### src/rtl/bit_pack_pkg.sv
`default_nettype none
// ============================================================
// Module  : bit_pack_pkg
// Brief   : FSM type and width helpers shared by the bit packer.
// Revision: 1.0 - initial release
// ============================================================
package bit_pack_pkg;

   localparam int DEF_N     = 256;
   localparam int DEF_MAX_W = 13;
   localparam int DEF_OUT_W = 64;
   localparam int WIDTH_W   = 4;

   typedef enum logic [2:0] {
      S_IDLE  = 3'd0,
      S_READ  = 3'd1,
      S_DRAIN = 3'd2,
      S_FLUSH = 3'd3,
      S_FIN   = 3'd4
   } state_t;

   function automatic int clog2_min1(input int v);
      return (v > 1) ? $clog2(v) : 1;
   endfunction

   // Worst case holds OUT_W-1 leftover bits plus one MAX_W coefficient.
   function automatic int acc_width(input int out_w, input int max_w);
      return out_w + max_w - 1;
   endfunction

   function automatic int fill_width(input int out_w, input int max_w);
      return $clog2(out_w + max_w);
   endfunction

   function automatic int oaddr_width(input int n, input int max_w, input int out_w);
      return clog2_min1((n * max_w + out_w - 1) / out_w);
   endfunction

   function automatic logic width_legal(input logic [WIDTH_W-1:0] w, input int max_w);
      return (w != '0) && (int'(w) <= max_w);
   endfunction

endpackage
`default_nettype wire

### src/rtl/bit_packer_if.sv
`default_nettype none
// ============================================================
// Module  : bit_packer_if
// Brief   : Job control, coefficient RAM read and packed-word write bus.
// Revision: 1.0 - initial release
// ============================================================
interface bit_packer_if
   import bit_pack_pkg::*;
#(
   parameter int N     = DEF_N,
   parameter int MAX_W = DEF_MAX_W,
   parameter int OUT_W = DEF_OUT_W
);
   localparam int ADDR_W  = clog2_min1(N);
   localparam int OADDR_W = oaddr_width(N, MAX_W, OUT_W);

   logic                start;
   logic [WIDTH_W-1:0]  width;
   logic [MAX_W-1:0]    in;
   logic                in_en;
   logic [ADDR_W-1:0]   in_addr;
   logic [OUT_W-1:0]    out;
   logic                out_en;
   logic [OADDR_W-1:0]  out_addr;
   logic                busy;
   logic                done;
   logic                err;

   modport master (
      input  start, width, in,
      output in_en, in_addr, out, out_en, out_addr, busy, done, err
   );

   modport slave (
      output start, width, in,
      input  in_en, in_addr, out, out_en, out_addr, busy, done, err
   );
endinterface
`default_nettype wire

### src/rtl/bit_pack_acc.sv
`default_nettype none
// ============================================================
// Module  : bit_pack_acc
// Brief   : Bit accumulator: masks, appends and emits OUT_W-bit words.
// Revision: 1.0 - initial release
// ============================================================
module bit_pack_acc
   import bit_pack_pkg::*;
#(
   parameter int MAX_W = DEF_MAX_W,
   parameter int OUT_W = DEF_OUT_W
) (
   input  wire logic               clk,
   input  wire logic               rst,
   input  wire logic               i_clr,
   input  wire logic               i_vld,
   input  wire logic               i_flush,
   input  wire logic [WIDTH_W-1:0] i_w,
   input  wire logic [MAX_W-1:0]   i_data,
   output logic [OUT_W-1:0]        o_word,
   output logic                    o_word_en,
   output logic                    o_pending
);
   localparam int ACC_W  = acc_width(OUT_W, MAX_W);
   localparam int FILL_W = fill_width(OUT_W, MAX_W);
   localparam logic [FILL_W-1:0] FILL_OUT = FILL_W'(OUT_W);

   logic [ACC_W-1:0]  r_acc;
   logic [ACC_W-1:0]  w_acc_sum;
   logic [ACC_W-1:0]  w_acc_nxt;
   logic [FILL_W-1:0] r_fill;
   logic [FILL_W-1:0] w_fill_sum;
   logic [FILL_W-1:0] w_fill_nxt;
   logic [MAX_W-1:0]  w_mask;
   logic              w_emit;
   logic [OUT_W-1:0]  r_word;
   logic              r_word_en;

   always_comb begin
      w_mask = '0;
      for (int i = 0; i < MAX_W; i++) begin
         w_mask[i] = (i < int'(i_w));
      end
   end

   // Bits above the active width are stripped before they can reach the next field.
   assign w_acc_sum  = r_acc | (ACC_W'(i_data & w_mask) << r_fill);
   assign w_fill_sum = r_fill + FILL_W'(i_w);
   assign w_emit     = i_vld && (w_fill_sum >= FILL_OUT);

   always_comb begin
      w_acc_nxt  = r_acc;
      w_fill_nxt = r_fill;
      if (i_flush) begin
         w_acc_nxt  = '0;
         w_fill_nxt = '0;
      end else if (i_vld) begin
         if (w_emit) begin
            w_acc_nxt  = w_acc_sum >> OUT_W;
            w_fill_nxt = w_fill_sum - FILL_OUT;
         end else begin
            w_acc_nxt  = w_acc_sum;
            w_fill_nxt = w_fill_sum;
         end
      end
   end

   always_ff @(posedge clk) begin
      if (rst) begin
         r_acc     <= '0;
         r_fill    <= '0;
         r_word    <= '0;
         r_word_en <= 1'b0;
      end else if (i_clr) begin
         r_acc     <= '0;
         r_fill    <= '0;
         r_word_en <= 1'b0;
      end else begin
         r_acc     <= w_acc_nxt;
         r_fill    <= w_fill_nxt;
         r_word_en <= w_emit || i_flush;
         if (w_emit) begin
            r_word <= w_acc_sum[OUT_W-1:0];
         end else if (i_flush) begin
            r_word <= r_acc[OUT_W-1:0];
         end
      end
   end

   assign o_word    = r_word;
   assign o_word_en = r_word_en;
   assign o_pending = (w_fill_nxt != '0);

endmodule
`default_nettype wire

### src/rtl/bit_packer.sv
`default_nettype none
// ============================================================
// Module  : bit_packer
// Brief   : Runtime-width coefficient packer: job FSM, RAM addressing, word output.
// Revision: 1.0 - initial release
// ============================================================
module bit_packer
   import bit_pack_pkg::*;
#(
   parameter int N     = DEF_N,
   parameter int MAX_W = DEF_MAX_W,
   parameter int OUT_W = DEF_OUT_W
) (
   input  wire logic    clk,
   input  wire logic    reset,
   bit_packer_if.master bus
);
   localparam int ADDR_W  = clog2_min1(N);
   localparam int OADDR_W = oaddr_width(N, MAX_W, OUT_W);
   localparam logic [ADDR_W-1:0] LAST_ADDR = ADDR_W'(N - 1);

   state_t              r_state;
   state_t              w_state_nxt;
   logic [ADDR_W-1:0]   r_cnt;
   logic [WIDTH_W-1:0]  r_wq;
   logic                r_rd_vld;
   logic                r_err;
   logic [OADDR_W-1:0]  r_oaddr;
   logic                w_width_ok;
   logic                w_accept;
   logic                w_in_en;
   logic                w_flush;
   logic                w_busy;
   logic                w_done;
   logic [OUT_W-1:0]    w_word;
   logic                w_word_en;
   logic                w_pending;

   assign w_width_ok = width_legal(bus.width, MAX_W);
   assign w_accept   = (r_state == S_IDLE) && bus.start && w_width_ok;

   always_ff @(posedge clk) begin
      if (reset) begin
         r_state <= S_IDLE;
      end else begin
         r_state <= w_state_nxt;
      end
   end

   // DRAIN looks at the post-pack fill so the last coefficient is counted.
   always_comb begin
      w_state_nxt = r_state;
      case (r_state)
         S_IDLE:  if (w_accept) w_state_nxt = S_READ;
         S_READ:  if (r_cnt == LAST_ADDR) w_state_nxt = S_DRAIN;
         S_DRAIN: w_state_nxt = w_pending ? S_FLUSH : S_FIN;
         S_FLUSH: w_state_nxt = S_FIN;
         S_FIN:   w_state_nxt = S_IDLE;
         default: w_state_nxt = S_IDLE;
      endcase
   end

   always_comb begin
      w_in_en = 1'b0;
      w_flush = 1'b0;
      w_busy  = 1'b1;
      w_done  = 1'b0;
      case (r_state)
         S_IDLE:  w_busy  = 1'b0;
         S_READ:  w_in_en = 1'b1;
         S_FLUSH: w_flush = 1'b1;
         S_FIN:   w_done  = 1'b1;
         default: ;
      endcase
   end

   always_ff @(posedge clk) begin
      if (reset) begin
         r_cnt    <= '0;
         r_wq     <= '0;
         r_rd_vld <= 1'b0;
         r_err    <= 1'b0;
         r_oaddr  <= '0;
      end else begin
         r_rd_vld <= w_in_en;
         r_err    <= (r_state == S_IDLE) && bus.start && !w_width_ok;
         if (w_accept) begin
            r_cnt   <= '0;
            r_wq    <= bus.width;
            r_oaddr <= '0;
         end else begin
            if (w_in_en) begin
               r_cnt <= r_cnt + ADDR_W'(1);
            end
            if (w_word_en) begin
               r_oaddr <= r_oaddr + OADDR_W'(1);
            end
         end
      end
   end

   bit_pack_acc #(
      .MAX_W (MAX_W),
      .OUT_W (OUT_W)
   ) u_acc (
      .clk       (clk),
      .rst       (reset),
      .i_clr     (w_accept),
      .i_vld     (r_rd_vld),
      .i_flush   (w_flush),
      .i_w       (r_wq),
      .i_data    (bus.in),
      .o_word    (w_word),
      .o_word_en (w_word_en),
      .o_pending (w_pending)
   );

   assign bus.in_en    = w_in_en;
   assign bus.in_addr  = r_cnt;
   assign bus.out      = w_word;
   assign bus.out_en   = w_word_en;
   assign bus.out_addr = r_oaddr;
   assign bus.busy     = w_busy;
   assign bus.done     = w_done;
   assign bus.err      = r_err;

endmodule
`default_nettype wire

### src/flat_wrapper.sv
// flat-port wrapper written by rule: the top's interface ports become plain ports
module bit_packer_flat import bit_pack_pkg::*;
#(
   parameter int N     = DEF_N,
   parameter int MAX_W = DEF_MAX_W,
   parameter int OUT_W = DEF_OUT_W
)
  (clk, reset, bus_start, bus_width, bus_in, bus_in_en, bus_in_addr, bus_out, bus_out_en, bus_out_addr, bus_busy, bus_done, bus_err);
  bit_packer_if #(.N(N), .MAX_W(MAX_W), .OUT_W(OUT_W)) bus_i ();
  input  wire logic clk;
  input  wire logic reset;
  input wire logic [$bits(bus_i.start)-1:0] bus_start;
  input wire logic [$bits(bus_i.width)-1:0] bus_width;
  input wire logic [$bits(bus_i.in)-1:0] bus_in;
  output wire logic [$bits(bus_i.in_en)-1:0] bus_in_en;
  output wire logic [$bits(bus_i.in_addr)-1:0] bus_in_addr;
  output wire logic [$bits(bus_i.out)-1:0] bus_out;
  output wire logic [$bits(bus_i.out_en)-1:0] bus_out_en;
  output wire logic [$bits(bus_i.out_addr)-1:0] bus_out_addr;
  output wire logic [$bits(bus_i.busy)-1:0] bus_busy;
  output wire logic [$bits(bus_i.done)-1:0] bus_done;
  output wire logic [$bits(bus_i.err)-1:0] bus_err;
  assign bus_i.start = bus_start;
  assign bus_i.width = bus_width;
  assign bus_i.in = bus_in;
  assign bus_in_en = bus_i.in_en;
  assign bus_in_addr = bus_i.in_addr;
  assign bus_out = bus_i.out;
  assign bus_out_en = bus_i.out_en;
  assign bus_out_addr = bus_i.out_addr;
  assign bus_busy = bus_i.busy;
  assign bus_done = bus_i.done;
  assign bus_err = bus_i.err;
  bit_packer #(.N(N), .MAX_W(MAX_W), .OUT_W(OUT_W)) u_core (.clk(clk), .reset(reset), .bus(bus_i));
endmodule
### config.mk
export PLATFORM = sky130hd
export DESIGN_NAME = bit_packer_flat
export DESIGN_NICKNAME = d
export VERILOG_FILES = /design/src/rtl/bit_pack_pkg.sv /design/src/rtl/bit_packer_if.sv /design/src/rtl/bit_pack_acc.sv /design/src/rtl/bit_packer.sv /design/src/flat_wrapper.sv
export SDC_FILE = /design/constraint.sdc
export NUM_CORES = 1
export LEC_CHECK = 0
export CORE_MARGIN = 4
export CORE_UTILIZATION = 60
export CTS_CLUSTER_DIAMETER = 40
export DETAILED_ROUTE_END_ITERATION = 16
export GPL_TIMING_DRIVEN = 0
export PLACE_DENSITY = 0.86
export SYNTH_ARGS = -nofsm -noshare
export SYNTH_HDL_FRONTEND = slang
export SYNTH_HIERARCHICAL = 1
export SYNTH_SLANG_ARGS = --single-unit
### constraint.sdc
create_clock -name clk -period 4.6 [get_ports clk]
set_input_delay 0.46 -clock clk [delete_from_list [all_inputs] [get_ports clk]]
set_output_delay 0.46 -clock clk [all_outputs]
set_load 0.02 [all_outputs]
# After elaboration in Yosys (flattened, before gate mapping)
# Index checks and enable logic that the tools add are counted.
# W data, S select, Z words.
totals:
  regBits: 171
  input_bits: 20
  output_inout_bits: 83
  wordCells: 69
classes:
  n_addsub: 4
  magnitude_cmp: 15
  n_eq_ne: 7
  shift: 1
  muxes: 14
  n_bitwise: 3
  n_reduce_logical: 15
op_table:
  columns: ["op", "n"]
  rows:
  - ["$mux W64", 2]
  - ["$mux W76", 1]
  - ["$or A76 B76 Y76", 1]
  - ["$shl A13 B7 Y76", 1]
  - ["$mux W7", 3]
  - ["$lt A4 B4 Y1 const A", 5]
  - ["$lt A3 B4 Y1 const A", 4]
  - ["$and A13 B13 Y13", 1]
  - ["$pmux W3 S4", 1]
  - ["$mux W3", 3]
  - ["$add A8 B1 Y8 const B", 1]
  - ["$eq A8 B8 Y1 const B", 1]
  - ["$lt A1 B4 Y1 const A", 2]
  - ["$lt A2 B4 Y1 const A", 2]
  - ["$add A7 B4 Y7", 1]
  - ["$ge A7 B7 Y1 const B", 1]
  - ["$reduce_bool A7 Y1", 1]
  - ["$sub A7 B7 Y7 const B", 1]
  - ["$add A6 B1 Y6 const B", 1]
  - ["$eq A3 B2 Y1 const B", 2]
  - ["$logic_and A1 B1 Y1", 5]
  - ["$le A4 B4 Y1 const B", 1]
  - ["$mux W1", 4]
  - ["$reduce_and A2 Y1", 2]
  - ["12 further kinds", 12]

# Depth between registers and ports, before layout
depth:
  word_depth: 9
  depth_mapped: 13
  ltp_nobuf: 13

# Hierarchy
# Netlist, hierarchy kept.
modules_own_cells:
  columns: ["mod", "n_inst", "cells_per_inst", "area_per_inst_um2", "seq_area_each_um2"]
  rows:
  - ["bit_pack_acc", 1, 844, 7076.8, 2962.8]
  - ["bit_packer", 1, 104, 996.0, 460.4]

# Worst setup path after synthesis
# OpenSTA, ideal clock, no wires.
synth_timing:
  kind: "reg-to-reg"
  startpoint: "register u_core.u_acc.r_fill[1]"
  endpoint: "register u_core.u_acc.r_word[40] (netlist: u_core/u_acc/o_word[40])"
  setup_ns: 0.070
  arrival_ns: 2.636
  required_time_ns: 4.530
  path_slack_ns: 1.893
  stages_incl_launch_ff: 12
  n_path_buf: 3
  synth_period_minus_slack_ns: 2.707
  path_cell_list: "dfxtp_1 -> inv_1 -> clkbuf_1 -> fa_1 -> nor2b_1 -> o211a_2 -> mux2_4 -> a21oi_2 -> buf_4 -> buf_4 -> nand2_1 -> a21oi_1"
synth_via:
  elab_chain_cells: 5
  elab_cells_between_ends: 8
  cone_classes: "add/sub (1); order compare (1); shift (1); mux (1); bitwise (1); reduce/logical (3)"
synth_lines:
  columns: ["item", "line_no", "text"]
  rows:
  - ["start: declaration", "bit_pack_acc.sv:31", "logic [FILL_W-1:0] r_fill;"]
  - ["start signal: assignment", "bit_pack_acc.sv:80", "r_fill <= w_fill_nxt;"]
  - ["$add A7 B4 Y7", "bit_pack_acc.sv:48", "assign w_fill_sum = r_fill + FILL_W'(i_w);"]
  - ["$ge A7 B7 Y1", "bit_pack_acc.sv:49", "assign w_emit = i_vld && (w_fill_sum >= FILL_OUT);"]
  - ["$logic_and A1 B1 Y1", "bit_pack_acc.sv:49", null]
  - ["$reduce_bool A2 Y1 (no source line)", null, null]
  - ["$reduce_and A2 Y1 (no source line)", null, null]
  - ["end signal: assignment", "bit_pack_acc.sv:83", "r_word <= w_acc_sum[OUT_W-1:0];"]
  - ["end signal: assignment", "bit_pack_acc.sv:85", "r_word <= r_acc[OUT_W-1:0];"]
  - ["end: declaration", "bit_pack_acc.sv:36", "logic [OUT_W-1:0] r_word;"]
# Several ways; a longest one is shown, not always the timed one.
# A chain may end at the register's enable or synchronous reset.

# Worst setup path after layout
layout_timing:
  startpoint: "register u_core.u_acc.r_fill[1]"
  endpoint: "register u_core.u_acc.r_acc[5]"
layout_via:
  elab_chain_cells: 4
  elab_cells_between_ends: 6
  cone_classes: "add/sub (1); order compare (1); shift (1); mux (1); bitwise (1); reduce/logical (1)"
layout_lines:
  columns: ["item", "line_no", "text"]
  rows:
  - ["$add A7 B4 Y7", "bit_pack_acc.sv:48", null]
  - ["$ge A7 B7 Y1", "bit_pack_acc.sv:49", null]
  - ["$logic_and A1 B1 Y1", "bit_pack_acc.sv:49", null]
  - ["$mux W76 *", "bit_pack_acc.sv:58", "if (w_emit) begin"]
  - ["end signal: assignment", "bit_pack_acc.sv:79", "r_acc <= w_acc_nxt;"]
  - ["end: declaration", "bit_pack_acc.sv:28", "logic [ACC_W-1:0] r_acc;"]
# Every way passes the cells marked *; elsewhere a longest branch is shown, timed or not.

==> flow_metrics.py <==
metrics = {
    "run_status": {
        "status": "finished clean",
    },
    "synth": {
        "yosys_warnings": 6,
        "synth_top_area_share_pct": 42.4,
        "yosysTopAreaCell": "dfxtp_1",
        "yosysSeqAreaShare_pct": 42.4,
        "ys.flop_type": "dfxtp_1",
        "ys_async_sr_fraction_pct": 0,
        "ys_ff_latch": 171,
        "syn_inst": 948,
        "netlist_top_cells_area": "dfxtp_1, nand2_1, a21oi_1, nor2_1, mux2i_1",
        "syn_nets": 975,
        "yosysUniqueCellTypes": 86,
        "syn_area_sq_um": 8070,
        "synth-edff-count": 0,
        "postSynthAreaPerCell_sq_um": 8.52,
    },
    "pwr": {
        "clkPwrFrac_pct": 43.4,
        "pwr-share-seq_pct": 46.0,
        "p_total_mw": 3.28,
        "swShare_pct": 25.8,
        "vdd_ir_drop_max_mv": 0.219,
        "leakage_nw": 3.47,
        "power.switching_mw": 0.847,
        "power.density_nw_per_um2": 331,
        "pwr-share-comb_pct": 10.6,
        "p_int_mw": 2.43,
    },
    "route": {
        "viasPerCell": 6.27,
        "wl_per_cell_um": 20.5,
        "antenna_left": 0,
        "drt-total-wl_mm": 25.7,
        "detail_route.iter0.violations": 906,
        "firstDrtPassIters": 6,
        "drc": 0,
        "num_vias": 7889,
    },
    "floorplanning": {
        "die_h_um": 124,
        "initial_core_util_pct": 61.2,
        "io_pins": 103,
        "rows": 42,
        "floorplan.die_area_sq_um": 15400,
        "fp.dieW_um": 124,
        "core_area_sq_um": 13200,
    },
    "clocking": {
        "ctsHoldBuffers": 0,
        "clk_latency_ns": 0.43,
        "root_buffer": "clkbuf_16",
        "clk_path_buf_depth": 2,
        "post-cts-setup-buffers": 0,
        "cts_tree": "built",
        "cts.clk_slew.worst_paths_ns": 0.06,
        "clock-sinks": 171,
        "cts_buffers": 17,
        "cts_resized": 0,
        "h-tree-depth": 4,
    },
    "place": {
        "hpwl_mm": 18.3,
        "place_inst": 1226,
        "io_buffers": 102,
        "globalplace.congestion": 1.07,
        "dpl_cell_area_sq_um": 9310,
        "place_ws_ns": 1.02,
    },
    "sta": {
        "setup_viol": 0,
        "tightest_slew_ns": 1.36,
        "fmax_ghz": 0.283,
        "fin_ws_ns": 1.07,
        "fin_crit_sh_pct": 76.8,
        "skew_ns": 0.00682,
        "report.final.slew_viol_count": 0,
        "tns_ns": 0,
        "holdWs_ns": 0.453,
        "slew_headroom_pct": 8.34,
        "grt_setup_unrepaired": "no",
        "period_minus_slack_ns": 3.53,
        "hold_viol_final": 0,
    },
    "worst_setup_path": {
        "r2r_slack_ns": 1.07,
        "critPathKind": "reg -> reg",
        "r2r_cells": 9,
        "worstReg2RegEnd": "u_core/u_acc/r_acc[5]$_SDFFE_PP0P_",
        "cp.required_ns": 4.94,
        "cp.arrival_ns": 3.87,
        "cp-start-kind": "flip-flop",
        "path_max_fanout": 10,
        "regToRegStartpoint": "u_core/u_acc/r_fill[1]$_SDFF_PP0_",
        "cp-end-kind": "flip-flop",
    },
    "hold_path": {
        "holdPathStages": 2,
        "hp-start": "u_core/u_acc/o_word[24]$_SDFFE_PP0P_",
        "hold_path_class": "reg -> reg",
        "min_to": "u_core/u_acc/o_word[24]$_SDFFE_PP0P_",
    },
    "grt": {
        "grt_max_degree": 17,
        "grt_pass1_vias": 7400,
        "antenna_found_initial": 0,
        "track_usage_pct": 33.8,
        "grt_overflow": 0,
        "grt_pass1_wl_mm": 39.3,
    },
    "final_layout": {
        "fin_util_pct": 75.0,
        "postLayoutCellArea_sq_um": 9900,
        "layout.nets": 1096,
        "layout-drive-gt1-share_pct": 9.24,
        "antenna_cells": 0,
        "final_cells": 1258,
        "fill_cells": 986,
        "area_growth_pct": 22.6,
    },
    "job": {
        "maxCapViolCount": 0,
    },
}
power by group through the flow:
stage	combinational, mW	clock (mW)	sequential [mW]
final	0.346	1.42	1.51
after detailed placement	0.334	0	1.54
after floorplan	0.211	0	1.54
after global routing	0.365	1.49	1.51
after global placement	0.329	0	1.54
after CTS	0.336	1.43	1.51
registers in the layout, indices dropped and copies added (netlist names):
register	count
u_core/bus.err	1
u_core/r_rd_vld	1
u_core/bus.in_addr	8
u_core/r_wq	4
u_core/bus.out_addr	6
u_core/r_state	3
u_core/u_acc/o_word	64
u_core/u_acc/o_word_en	1
u_core/u_acc/r_fill	7
u_core/u_acc/r_acc	76
how the worst max path moves through the flow:
stage                     slack [ns]                         startpoint                                    to
after CTS                       1.17  u_core/u_acc/r_fill[1]$_SDFF_PP0_    u_core/u_acc/r_acc[5]$_SDFFE_PP0P_
after global routing            0.89  u_core/u_acc/r_fill[1]$_SDFF_PP0_    u_core/u_acc/r_acc[5]$_SDFFE_PP0P_
after detailed placement        1.02                       bus_width[1]   u_core/u_acc/r_acc[41]$_SDFFE_PP0P_
after global placement          1.07                       bus_width[1]   u_core/u_acc/r_acc[41]$_SDFFE_PP0P_
final                           1.07  u_core/u_acc/r_fill[1]$_SDFF_PP0_    u_core/u_acc/r_acc[5]$_SDFFE_PP0P_
after floorplan                 1.89  u_core/u_acc/r_fill[1]$_SDFF_PP0_  u_core/u_acc/o_word[40]$_SDFFE_PP0P_
per-layer routing:
metal	part of all wire, %	vias to the layer above	global-route usage [%]	routed length (um)
met3	11	85	8.86	2700
met4	4.2	0	14.8	1080
met2	45	442	53.1	11600
met5	0	-	0	0
met1	40	3694	44.0	10400
li1	-	3668	-	-
kinds of logic after synthesis:
logic type	count (synthesis)	synth area share, %
compound gates	283	24.8
xor+xnor	17	1.84
fa+ha+maj	7	1.18
buf+inv	91	5.15
flops	171	42.4
mux	38	5.22
simple gates	341	19.4
final cells by class:
class	count	area, sq um	area share, %
clock buffers	20	447	4.51
well taps	176	220	2.22
plain buffers	69	333	3.36
multi-input cells	686	4230	42.8
clock inverters	12	138	1.39
inverters	22	82.6	0.834
repair buffers	102	1020	10.3
flip-flops and latches	171	3420	34.6
cell usage in the layout, fill, tap and decap left out, drive strengths merged, types with 27 or more instances in the layout:
master,n
o21ai,35
buf,31
a21oi,89
nor2,80
dfxtp,171
clkbuf,58
nand2,152
mux2i,30
a211oi,27
clkdlybuf4s50,102
synth_stat cells, types with 5 or more instances:
cell type  instances
mux2i_1           25
nor2b_1            9
a311oi_1           5
a31oi_1            8
o22ai_1            7
nand3_1           24
nand4_1            7
and2_1             5
a211oi_1          26
o211a_1            5
a22o_1            19
mux2_2             7
a21o_1             6
nor3b_1            5
clkbuf_1          38
a221oi_1           9
inv_1             21
ha_1               6
o21ai_0           32
dfxtp_1          171
a21oi_1           86
o211ai_1          11
o21a_1             5
xor2_1            12
buf_2             20
xnor2_1            5
and3_1            12
a22oi_1            9
nand2b_1           5
nand2_1          152
nor2_1            79
nor3_1            21
buf_4              5
worst max-delay path, stage by stage, from the launching register on:
cell	delay [ns]
dfxtp_1	0.49
inv_1	0.13
clkbuf_1	0.30
fa_1	0.51
nor2b_1	0.29
o211a_2	0.31
mux2i_4	0.49
clkbuf_1	0.54
a211oi_1	0.11
a211oi_1	0.26
(Power assumes the default switching activity.)
